### config.mk
export PLATFORM = sky130hd
export DESIGN_NAME = intpol2_out_collector
export DESIGN_NICKNAME = d
export VERILOG_FILES = /design/src/rtl/intpol2_out_pkg.sv /design/src/rtl/intpol2_out_fifo_mem.sv /design/src/rtl/intpol2_out_collector.sv
export SDC_FILE = /design/constraint.sdc
export NUM_CORES = 1
export LEC_CHECK = 0
export ABC_AREA = 1
export BUFFER_PORTS_ARGS = -buffer_cell sky130_fd_sc_hd__buf_2
export CAP_MARGIN = 15
export CORE_MARGIN = 3
export CORE_UTILIZATION = 35
export CTS_CLUSTER_DIAMETER = 30
export DETAILED_ROUTE_END_ITERATION = 6
export PLACE_DENSITY = 0.51
export SLEW_MARGIN = 20
export SYNTH_ARGS = -nofsm -noshare
export SYNTH_HDL_FRONTEND = slang
export SYNTH_SLANG_ARGS = --single-unit
### constraint.sdc
create_clock -name clk -period 2.1 [get_ports clk]
set_input_delay 0.21 -clock clk [delete_from_list [all_inputs] [get_ports clk]]
set_output_delay 0.21 -clock clk [all_outputs]
set_load 0.05 [all_outputs]
### src/rtl/intpol2_out_pkg.sv
// Shared types and sizes for the 2x interpolator output collector.
// Holds buffer geometry, the host word width, the pair payload struct,
// the RUN/IDLE state enum and the host-word packing helper.
package intpol2_out_pkg;

   localparam int unsigned DATAPATH_WIDTH = 12;
   localparam int unsigned ADDR_WIDTH     = 3;
   localparam int unsigned DEPTH          = 2 ** ADDR_WIDTH;
   localparam int unsigned AF_DIFF        = 2;
   localparam int unsigned DATA_WIDTH     = 32;
   localparam int unsigned CNT_WIDTH      = ADDR_WIDTH + 1;
   localparam int unsigned HALF_WIDTH     = DATA_WIDTH / 2;
   localparam int unsigned EXT_WIDTH      = HALF_WIDTH - DATAPATH_WIDTH;
   localparam int unsigned PAIR_WIDTH     = 2 * DATAPATH_WIDTH;

   // One interpolated I/Q pair as stored in the buffer
   typedef struct packed {
      logic [DATAPATH_WIDTH-1:0] i;
      logic [DATAPATH_WIDTH-1:0] q;
   } pair_t;

   typedef enum logic {
      ST_IDLE = 1'b0,
      ST_RUN  = 1'b1
   } state_e;

   // Host word: I sign-extended in the upper half, Q sign-extended in the lower half
   function automatic logic [DATA_WIDTH-1:0] pack_pair(input pair_t p);
      return {{EXT_WIDTH{p.i[DATAPATH_WIDTH-1]}}, p.i,
              {EXT_WIDTH{p.q[DATAPATH_WIDTH-1]}}, p.q};
   endfunction

endpackage

### src/rtl/intpol2_out_fifo_mem.sv
// Pair storage: DEPTH x (2*DATAPATH_WIDTH) synchronous RAM with a registered read port.
// Ports:
//   clk, rst      clock and synchronous active-high reset (read register only)
//   clr_i         synchronous clear of the read register
//   we_i/waddr_i/wdata_i   write port
//   re_i/raddr_i           read request; rdata_o updates on the next edge and holds otherwise
//   rdata_o       registered read data
// A read and write to the same address in one cycle returns the old contents.
module intpol2_out_fifo_mem
   import intpol2_out_pkg::*;
(
   input  logic                  clk,
   input  logic                  rst,
   input  logic                  clr_i,
   input  logic                  we_i,
   input  logic [ADDR_WIDTH-1:0] waddr_i,
   input  pair_t                 wdata_i,
   input  logic                  re_i,
   input  logic [ADDR_WIDTH-1:0] raddr_i,
   output pair_t                 rdata_o
);

   pair_t mem_q [DEPTH];
   pair_t rdata_q;

   // Storage array, no reset needed
   always_ff @(posedge clk) begin
      if (we_i) begin
         mem_q[waddr_i] <= wdata_i;
      end
   end

   // Read register: cleared by reset/flush, otherwise holds between reads
   always_ff @(posedge clk) begin
      if (rst || clr_i) begin
         rdata_q <= '0;
      end else if (re_i) begin
         rdata_q <= mem_q[raddr_i];
      end
   end

   assign rdata_o = rdata_q;

endmodule

### src/rtl/intpol2_out_collector.sv
// Output-side sink for the 2x interpolator core. Buffers I/Q pairs written on the
// core's write strobe, raises almost-full back-pressure, and serves packed 32-bit
// words to the host over a 1-cycle-latency read port.
// Ports:
//   clk, rst                 clock, synchronous active-high reset
//   en_i                     1 = RUN (writes accepted), 0 = IDLE; takes effect next cycle
//   clr_i                    synchronous flush of pointers, count, flags, read data
//   wr_en_i, I_interp_i, Q_interp_i   pair write from the core
//   afull_I_o, afull_Q_o     almost-full back-pressure (identical)
//   rd_req_i                 host pop; rd_data_o/rd_valid_o valid next cycle
//   rd_data_o, rd_valid_o    packed pair and its 1-cycle valid pulse
//   empty_o, count_o         occupancy
//   overflow_o, underflow_o  sticky error flags
//   thr_i, irq_o             level interrupt (active only with INTPOL2_OUT_LEVEL_IRQ_EN)
// Build option: define INTPOL2_OUT_LEVEL_IRQ_EN to enable the level interrupt;
// otherwise thr_i is ignored and irq_o is tied low.
module intpol2_out_collector
   import intpol2_out_pkg::*;
(
   input  logic                      clk,
   input  logic                      rst,
   input  logic                      en_i,
   input  logic                      clr_i,
   input  logic                      wr_en_i,
   input  logic [DATAPATH_WIDTH-1:0] I_interp_i,
   input  logic [DATAPATH_WIDTH-1:0] Q_interp_i,
   output logic                      afull_I_o,
   output logic                      afull_Q_o,
   input  logic                      rd_req_i,
   output logic [DATA_WIDTH-1:0]     rd_data_o,
   output logic                      rd_valid_o,
   output logic                      empty_o,
   output logic [CNT_WIDTH-1:0]      count_o,
   output logic                      overflow_o,
   output logic                      underflow_o,
   input  logic [CNT_WIDTH-1:0]      thr_i,
   output logic                      irq_o
);

   localparam logic [CNT_WIDTH-1:0] CNT_FULL  = CNT_WIDTH'(DEPTH);
   localparam logic [CNT_WIDTH-1:0] CNT_AFULL = CNT_WIDTH'(DEPTH - AF_DIFF);

   state_e                state_q, state_d;
   logic [ADDR_WIDTH-1:0] wr_ptr_q, wr_ptr_d;
   logic [ADDR_WIDTH-1:0] rd_ptr_q, rd_ptr_d;
   logic [CNT_WIDTH-1:0]  count_q, count_d;
   logic                  ovf_q, ovf_d;
   logic                  unf_q, unf_d;
   logic                  rd_valid_q, rd_valid_d;

   logic                  full_c;
   logic                  wr_try_c;
   logic                  wr_acc_c;
   logic                  rd_acc_c;
   pair_t                 wr_pair_c;
   pair_t                 rd_pair_c;

   // Mode FSM: follows en_i one cycle later
   always_ff @(posedge clk) begin
      if (rst) begin
         state_q <= ST_IDLE;
      end else begin
         state_q <= state_d;
      end
   end

   always_comb begin
      state_d = state_q;
      case (state_q)
         ST_IDLE: if (en_i)  state_d = ST_RUN;
         ST_RUN:  if (!en_i) state_d = ST_IDLE;
         default: state_d = ST_IDLE;
      endcase
   end

   // Handshake decode; flush suppresses all traffic in its cycle
   always_comb begin
      full_c   = (count_q == CNT_FULL);
      rd_acc_c = !clr_i && rd_req_i && (count_q != '0);
      wr_try_c = !clr_i && wr_en_i && (state_q == ST_RUN);
      // a full buffer still takes a write if a read frees a slot this cycle
      wr_acc_c = wr_try_c && (!full_c || rd_acc_c);
   end

   // Pointer, count and flag next-state
   always_comb begin
      wr_ptr_d   = wr_ptr_q;
      rd_ptr_d   = rd_ptr_q;
      count_d    = count_q;
      ovf_d      = ovf_q;
      unf_d      = unf_q;
      rd_valid_d = 1'b0;

      if (clr_i) begin
         wr_ptr_d = '0;
         rd_ptr_d = '0;
         count_d  = '0;
         ovf_d    = 1'b0;
         unf_d    = 1'b0;
      end else begin
         if (wr_acc_c) begin
            wr_ptr_d = wr_ptr_q + ADDR_WIDTH'(1);
         end
         if (rd_acc_c) begin
            rd_ptr_d   = rd_ptr_q + ADDR_WIDTH'(1);
            rd_valid_d = 1'b1;
         end
         case ({wr_acc_c, rd_acc_c})
            2'b10:   count_d = count_q + CNT_WIDTH'(1);
            2'b01:   count_d = count_q - CNT_WIDTH'(1);
            default: count_d = count_q;
         endcase
         if (wr_try_c && !wr_acc_c) begin
            ovf_d = 1'b1;
         end
         if (rd_req_i && (count_q == '0)) begin
            unf_d = 1'b1;
         end
      end
   end

   always_ff @(posedge clk) begin
      if (rst) begin
         wr_ptr_q   <= '0;
         rd_ptr_q   <= '0;
         count_q    <= '0;
         ovf_q      <= 1'b0;
         unf_q      <= 1'b0;
         rd_valid_q <= 1'b0;
      end else begin
         wr_ptr_q   <= wr_ptr_d;
         rd_ptr_q   <= rd_ptr_d;
         count_q    <= count_d;
         ovf_q      <= ovf_d;
         unf_q      <= unf_d;
         rd_valid_q <= rd_valid_d;
      end
   end

   assign wr_pair_c = '{i: I_interp_i, q: Q_interp_i};

   intpol2_out_fifo_mem u_mem (
      .clk     (clk),
      .rst     (rst),
      .clr_i   (clr_i),
      .we_i    (wr_acc_c),
      .waddr_i (wr_ptr_q),
      .wdata_i (wr_pair_c),
      .re_i    (rd_acc_c),
      .raddr_i (rd_ptr_q),
      .rdata_o (rd_pair_c)
   );

   // Outputs are pure wiring/decode of registered state
   assign rd_data_o   = pack_pair(rd_pair_c);
   assign rd_valid_o  = rd_valid_q;
   assign count_o     = count_q;
   assign empty_o     = (count_q == '0);
   assign afull_I_o   = (count_q >= CNT_AFULL);
   assign afull_Q_o   = afull_I_o;
   assign overflow_o  = ovf_q;
   assign underflow_o = unf_q;

`ifdef INTPOL2_OUT_LEVEL_IRQ_EN
   logic irq_q, irq_d;

   // Level irq tracks the occupancy being loaded this edge, RUN mode only
   always_comb begin
      irq_d = 1'b0;
      if (!clr_i && (state_q == ST_RUN) && (thr_i != '0)) begin
         irq_d = (count_d >= thr_i);
      end
   end

   always_ff @(posedge clk) begin
      if (rst) begin
         irq_q <= 1'b0;
      end else begin
         irq_q <= irq_d;
      end
   end

   assign irq_o = irq_q;
`else
   logic unused_thr;
   assign unused_thr = ^thr_i;
   assign irq_o      = 1'b0;
`endif

endmodule
==> results of run 1 <==
-- worst paths after layout --
kind                from          end  cells past startpoint
max           count_o[0]   count_o[3]                     11
min                clr_i   overflow_o                      4
min reg2reg  underflow_o  underflow_o                      2
max reg2reg   count_o[0]   count_o[3]                     11
-- what timing repair did --
item                                   CTS  global route
setup endpoints to repair                0             0
hold buffers                            27             0
endpoints found under the hold margin  195             0
-- worst min-delay path, cell delays in order --
cell,delay [ns]
buf_2,0.12
nor3_1,0.06
nor2_1,0.08
nor2_1,0.04
-- metrics by stage --
step                      instances  setup TNS (ns)
after floorplan                 767          -23.22
after global placement         1134               0
after detailed placement       1134               0
after CTS                      1249               0
after global routing           1249               0
final                          1249               0
-- cell type report --
class,instances,area [um2],area share [%]
timing repair buffer,118,888,7.51
inverter,21,88.8,0.751
sequential,230,6530,55.2
clock buffer,61,1280,10.8
tap,330,413,3.49
clock inverter,27,330,2.79
multi-input combinational,462,2300,19.4
-- logic make-up after synthesis --
family	share of synthesized area [%]
AOI/OAI and AO/OA	11.4
xor gates and xnor gates	0.0944
adders and majority gates	0.755
buffers and inverters	5.30
DFF	70.3
other	0.0404
and+or+nand+nor	12.1
-- power breakdown --
group	switching, uW	total (uW)	internal, uW	leakage (uW)
combinational	184	279	95.5	0.00151
sequential	7.02	4980	4970	0.00203
clock	2230	7350	5120	0.000773
-- synthesized netlist by cell type (4+ instances only) --
master,number
o21ai_1,32
nand2_1,43
o211ai_1,21
inv_1,14
buf_12,4
buf_4,15
nand3_1,33
a21oi_2,16
clkbuf_1,7
dfxtp_1,38
o21ai_0,93
buf_2,18
nor2_1,173
buf_6,4
edfxtp_1,192
nor2_2,16
a21oi_1,18
inv_2,5
ha_1,4
-- state kept, by name (all words and copies together) (netlist names) --
register / cells
u_mem.mem_q: 192
u_mem.rdata_o: 24
count_o: 4
rd_ptr_q: 3
wr_ptr_q: 3
overflow_o: 1
rd_valid_o: 1
state_q: 1
underflow_o: 1
-- per-layer routing --
layer | track usage, % | routed length (um)
met5 | 0 | 0
met4 | 4.23 | 352
met3 | 3.13 | 975
met2 | 24.0 | 9450
met1 | 18.8 | 9490
==> results.md, run 1 <==
* CTS tree: done
* Layout Skew at 0.0119 ns
* DR vias at 5954
* First-pass GRT wire length at 32100 um
* Share of cells above drive strength 1 at 23.8%
* Placer Congestion at 0.709
* #FFs+latches synth at 230
* Worst-path cell chain: nor2_2, nand3_2, nand3_2, inv_1, ha_1, a21oi_1, nand2_1, nand3_1, nand2_1, a21oi_1, nor2_1
* VDD IR max at 0.646 mV
* Clock sinks at 230
* Peak fanout along the critical path at 4
* Router iterations before antenna repair at 4
* Die Y at 169 um
* Maxcap violations at 0
* Kind of critical path: register to register
* Sequential area share after synthesis at 70.3%
* Synth Flop Type: edfxtp_1
* Routed WL per cell at 16.2 um
* Overflow after GRT at 0
* Starting DRT DRC Count at 262
* Fin area at 0.0118 mm2
* Warnings, synthesis at 0
* ANT cells at 0
* Final Util at 46.2%
* # rows at 58
* Max Root-Sink Buffers at 3
* Clock slew at the register clock pins of the worst setup and hold paths at 0.04 ns
* Drt drc at 0
* Leakage Power at 0.00432 uW
* Syn_nets at 806
* Setup crit end kind: register
* CP Data Required Time at 2.51 ns
* Via/cell ratio at 4.77
* Post-synth top area cell: edfxtp_1
* Ys async rst share at 0%
* Placed Area at 0.00995 mm2
* Final net count at 919
* Dpl ws at 0.357 ns
* Result of the run: finished clean
* Vias in the first global route at 5832
* Area Overhead vs Synth at 27.4%
* Buffers on Ports at 71
* Die area at 0.0285 mm2
* Post-synth EDFFs at 192
* FMAX at 0.574 GHz
* CORE AREA at 0.0256 mm2
* Postcts setup bufs at 0
* Die W at 169 um
* Root Driver: clkbuf_16
* Starting Density at 36.2%
* Setup slack after layout at 0.359 ns
* Post-Route WL at 20300 um
* Power per Cell Area at 1070 mW/mm2
* Slowest CP cell: dfxtp_1
* Top cell type's share of synthesized area at 62.1%
* Cells after Synth at 767
* Post-DRT Antenna Nets at 0
* Hold violation count in the final report at 0
* Max-slew headroom at 60.0%
* Tmin final at 1.74 ns
* Worst-skew pair later-pin latency at 0.52 ns
* Worst Path Arrival at 2.15 ns
* Setup crit start kind: register
* Hold slack at 0.0392 ns
* HP Class: input port to register
* Initial antenna violation count at 0
* Syn_area_per_cell at 12.1 um2
* Most frequent cells in the layout: 192 x edfxtp_1, 164 x nor2_1, 92 x o21ai_0, 71 x buf_2, 48 x clkbuf_16
* Post-Syn Area at 0.00928 mm2
* H-tree depth reported by CTS at 2
* Cell variety after synth at 34
* Max-slew violations at 0
* Slowest stage delay, CP at 0.33 ns
* Total Routing Usage GR at 14.4%
* Final Total Pwr at 12600 uW
* Bufs and invs on worst path at 1
* Boundary Pins at 77
* # fillers at 2256
* Post-cts sizing count at 0
* Total CTS buffers at 47
* Endpoints failing setup at 0
* RSZ-0062 raised after global routing: no
* Least-Margin Pin Slew at 0.599 ns
* Top cells by area, synth: edfxtp_1 62%, dfxtp_1 8.2%, nor2_1 7.0%
* Period utilisation layout at 82.9%
* Dpl hpwl at 10500 um
* Family with the most delay on the worst path: simple AND/OR/NAND/NOR gates
* R2R setup slack at 0.36 ns
* Largest net degree at the start of global routing at 99
* Most common cell after layout, fill and taps aside: edfxtp_1
Note: power is estimated with default switching activity, not from simulation.
==> inputs of run 2 (changes only) <==
clock period = 1.6 ns   (was 2.1 ns; I/O delays follow)
==> run 2 against run 1 <==
Against the previous run: hold slack better by 0.048 ns; maximum frequency grew 10%; critical path depth shrank 3; sequential power is 31% higher; largest cell class unchanged; worst setup slack got worse by 0.34 ns; clock skew grew 0.011 ns.
==> results.md, run 2 (synthesis gave the netlist of run 1 again) <==
* Result of the run: finished clean
* Setup crit start kind: register
* Register area at 0.00655 mm2
* Total Routing Usage GR at 15.2%
* H-tree depth reported by CTS at 2
* Dpl hpwl at 12100 um
* Maxcap violations at 0
* Total CTS buffers at 52
* Worst Path Arrival at 1.82 ns
* CTS tree: done
* Setup slack after layout at 0.0202 ns
* Max reg flops at 192
* Post-route insts no fill at 1292
* Worst-skew pair later-pin latency at 0.54 ns
* Most common cell after layout, fill and taps aside: edfxtp_1
* Period utilisation layout at 98.7%
* # fillers at 2262
* Layout Skew at 0.0232 ns
* Via/cell ratio at 4.71
* DR vias at 6089
* Power per Cell Area at 1360 mW/mm2
* First-pass GRT wire length at 34000 um
* Share of cells above drive strength 1 at 29.8%
* Router iterations before antenna repair at 4
* Max Root-Sink Buffers at 3
* Root Driver: clkbuf_16
* Die Y at 169 um
* VDD IR max at 0.919 mV
* Endpoints failing setup at 0
* RSZ-0062 raised after global routing: yes
* Overflow after GRT at 0
* Slowest stage delay, CP at 0.35 ns
* Logic pwr share at 2.5%
* Cell repeated most along the worst path: nor2_4
* FMAX at 0.633 GHz
* Starting DRT DRC Count at 311
* Initial antenna violation count at 0
* Largest reg by FF count: u_mem.mem_q
* Tmin final at 1.58 ns
* Clock slew at the register clock pins of the worst setup and hold paths at 0.05 ns
* HP Class: input port to register
* Worst-path cell chain: nor2_4, buf_4, nand3_2, nand2_4, nor2_4, inv_4, nor2_4, clkbuf_16
* Dpl ws at 0.0216 ns
* Starting Density at 36.2%
* Largest net degree at the start of global routing at 51
* Kind of critical path: register to register
* Most frequent cells in the layout: 192 x edfxtp_1, 161 x nor2_1, 92 x o21ai_0, 67 x buf_2, 55 x clkbuf_16
* Boundary Pins at 77
* Area Overhead vs Synth at 35.3%
* Area of the multi-input gates at 0.00244 mm2
* Internal power at 13600 uW
* Peak fanout along the critical path at 7
* Post-Route WL at 21700 um
* Placer Congestion at 0.715
* Post-DRT Antenna Nets at 0
* CORE AREA at 0.0256 mm2
* Routed WL per cell at 16.8 um
* Clock sinks at 230
* Leakage Power at 0.00463 uW
* Setup crit end kind: register
* Final net count at 956
* Slowest CP cell: dfxtp_4
* Drt drc at 0
* Sw Pwr at 3410 uW
* Vias in the first global route at 5936
* Seq pwr share at 38.3%
* Max-slew violations at 0
* Clk pwr share at 59.2%
* Die area at 0.0285 mm2
* CP Data Required Time at 1.84 ns
* Buffers on Ports at 71
* # rows at 58
* Die W at 169 um
* Placed Instances at 1159
* Hold violation count in the final report at 0
* Sw Share at 20.0%
run 2: critical path, delay by kind of cell (launching register included):
| kind | cells | cell delay [ns] |
|---|---|---|
| and+or+nand+nor | 5 | 0.54 |
| buffers and inverters | 3 | 0.40 |
| DFF | 1 | 0.35 |
run 2: per-layer routing:
| layer | vias up | track usage, % | share of wire, % |
|---|---|---|---|
| li1 | 3029 | - | - |
| met3 | 27 | 3.04 | 4.3 |
| met2 | 136 | 24.3 | 47 |
| met5 | - | 0 | 0 |
| met1 | 2897 | 21.4 | 47 |
| met4 | 0 | 4.30 | 1.7 |
run 2: final cells by class:
cell class | instances | share of cell area [%]
Antenna cell | 1 | 0.0199
Sequential cell | 230 | 52.1
Tap cell | 330 | 3.29
Clock buffer | 66 | 11.2
Multi-Input combinational cell | 462 | 19.4
Clock inverter | 32 | 2.39
Inverter | 21 | 0.827
Timing Repair Buffer | 150 | 10.7
run 2: power by group through the flow:
stage          clock network (uW)  registers (uW)  logic (uW)
2_1_floorplan                   0            6670         155
3_3_place_gp                    0            6630         357
5_1_grt                     10600            6520         474
6_report                    10100            6530         426
3_5_place_dp                    0            6630         360
4_1_cts                     10300            6530         423
run 2: final timing paths:
check              startpoint                 to  slack [ns]  depth (start not counted)
setup / recovery   count_o[1]  u_mem.mem_q[1][7]        0.02                          8
hold / removal        wr_en_i        wr_ptr_q[1]        0.09                          5
setup reg to reg   count_o[1]  u_mem.mem_q[1][7]        0.02                          8
hold reg to reg   underflow_o        underflow_o        0.44                          2
run 2: per-stage QoR:
stage          hold WS (ns)  instance area (um2)  total power, uW  TNS [ns]  util [%]
6_report             0.0869                12600            17000         0      49.0
5_1_grt              0.0885                12600            17600    -0.304      49.0
4_1_cts               0.118                12400            17200         0      48.5
3_5_place_dp          0.370                10400             6990         0      40.6
3_3_place_gp          0.366                10400             6990         0      40.6
2_1_floorplan         0.231                 9420             6820    -10.99         -
run 2: timing repair:
item                                    4_1_cts  5_1_grt
resized for setup                            12       20
hold buffers                                 28        0
endpoints found under the setup margin        3      136
buffers inserted                              1        5
pin swaps                                     3       11
endpoints found under the hold margin       196        0
cloned                                        0        1
==> inputs of run 3 (changes only) <==
PLACE_DENSITY = 0.54   (was 0.51)
==> run 3 against run 2 <==
Against the previous run: non-clock buffer count rose by 2; the run now ends with negative setup slack left; power rose by 2.2%; design area rose by 0.44%; register-to-register slack got worse by 0.03 ns; combinational power fell by 2%; clock skew fell by 0.0045 ns; critical path type unchanged; utilization rose by 0.21 points; largest cell class unchanged.
==> results.md, run 3 (synthesis gave the netlist of run 1 again) <==
* Die Y at 169 um
* Power per Cell Area at 1380 mW/mm2
* Boundary Pins at 77
* # rows at 58
* Root Driver: clkbuf_16
* Overflow after GRT at 0
* Setup crit start kind: register
* Starting Density at 36.2%
* Slowest stage delay, CP at 0.35 ns
* Setup slack after layout at -0.00620 ns
* Tmin final at 1.61 ns
* ANT cells at 0
* Final Util at 49.2%
* Worst-skew pair later-pin latency at 0.54 ns
* Peak fanout along the critical path at 8
* Most common cell after layout, fill and taps aside: edfxtp_1
* Clock slew at the register clock pins of the worst setup and hold paths at 0.04 ns
* FMAX at 0.623 GHz
* Final net count at 957
* Endpoints failing setup at 6
* Total CTS buffers at 51
* Worst Path Arrival at 1.85 ns
* Leakage Power at 0.00464 uW
* RSZ-0062 raised after global routing: yes
* Cell repeated most along the worst path: nor2_4
* Vias in the first global route at 6118
* DR vias at 6101
* Initial antenna violation count at 0
* Total Routing Usage GR at 15.2%
* Clock sinks at 230
* Crit path launch: count_o[0]
* Register area at 0.00655 mm2
* Die W at 169 um
* Dpl hpwl at 12600 um
* Share of cells above drive strength 1 at 29.6%
* CTS tree: done
* Final setup TNS at -0.0193 ns
* Placed Area at 0.0104 mm2
* Placer Congestion at 0.700
* Layout Skew at 0.0186 ns
* H-tree depth reported by CTS at 2
* Area Overhead vs Synth at 35.8%
* Max Root-Sink Buffers at 3
* First-pass GRT wire length at 34200 um
* Post-Route WL at 21700 um
* Slowest CP cell: dfxtp_4
* Maxcap violations at 0
* R2R setup slack at -0.006 ns
* Router iterations before antenna repair at 5
* Die area at 0.0285 mm2
* Dpl ws at 0.0109 ns
* Most frequent cells in the layout: 192 x edfxtp_1, 161 x nor2_1, 92 x o21ai_0, 68 x buf_2, 53 x clkbuf_16
* CP Data Required Time at 1.84 ns
* Post-DRT Antenna Nets at 0
* HP Class: input port to register
* Max reg flops at 192
* CORE AREA at 0.0256 mm2
* Via/cell ratio at 4.73
* Fin area at 0.0126 mm2
* Starting DRT DRC Count at 333
* Routed WL per cell at 16.8 um
* Result of the run: complete, but fails checks
* VDD IR max at 0.939 mV
* Largest net degree at the start of global routing at 50
* Hold violation count in the final report at 0
* Area of the multi-input gates at 0.00245 mm2
* Drt drc at 0
* Period utilisation layout at 100%
* Failing checks: negative setup slack
* Setup crit end kind: register
* Kind of critical path: register to register
* Worst-path cell chain: nor2_4, buf_4, nand3_4, nand2_4, inv_4, nand2_8, nor2_4, buf_12, clkbuf_16
* Hold Startpoint: wr_en_i
* # fillers at 2233
* Buffers on Ports at 71
* Hold slack at 0.0261 ns
* Reg2reg start: count_o[0]
* Largest reg by FF count: u_mem.mem_q
* Max-slew violations at 0
run 3: area by class of cell:
class	instances	share of cell area, %
clock inverters	35	3.35
repair buffers	152	10.7
clock buffers	60	10.6
multi-input cells	462	19.4
inverters	21	0.804
well taps	330	3.27
flip-flops and latches	230	51.9
run 3: per-layer routing:
layer,vias to the layer above,global-route usage (%),share of wire [%]
met5,-,0,0
met4,0,5.27,2.1
met3,35,3.08,5.6
met2,158,24.1,46
met1,2871,20.9,46
li1,3037,-,-
run 3: worst paths after layout:
path | end | cells past startpoint
worst max register to register | u_mem.mem_q[4][20] | 9
worst max-delay path | u_mem.mem_q[4][20] | 9
worst min register to register | underflow_o | 2
worst min-delay path | overflow_o | 5
run 3: per-stage QoR:
stage,power [uW],std cells
global route,18000,1290
detailed placement,6990,1160
CTS,17600,1286
floorplan,6820,767
global placement,6990,1160
finish,17400,1290
run 3: report_power, final:
part	total, uW	switching [uW]	internal (uW)	leakage, uW
combinational	417	264	153	0.00175
clock	10500	3220	7240	0.000850
sequential	6530	9.64	6520	0.00204
total	17400	3500	13900	0.00464
run 3: critical path, delay by kind of cell, from the launching register on:
kind	cells	cell delay, ns
buf+inv	4	0.51
flops	1	0.35
simple gates	5	0.43
run 3: timing repair:
item / 4_1_cts / 5_1_grt
endpoints found under the setup margin: 32 / 143
gates resized for setup: 14 / 15
hold buffers: 28 / 0
hold endpoints to repair: 196 / 0
gates cloned: 1 / 2
buffers inserted: 2 / 3
pin swaps: 2 / 12
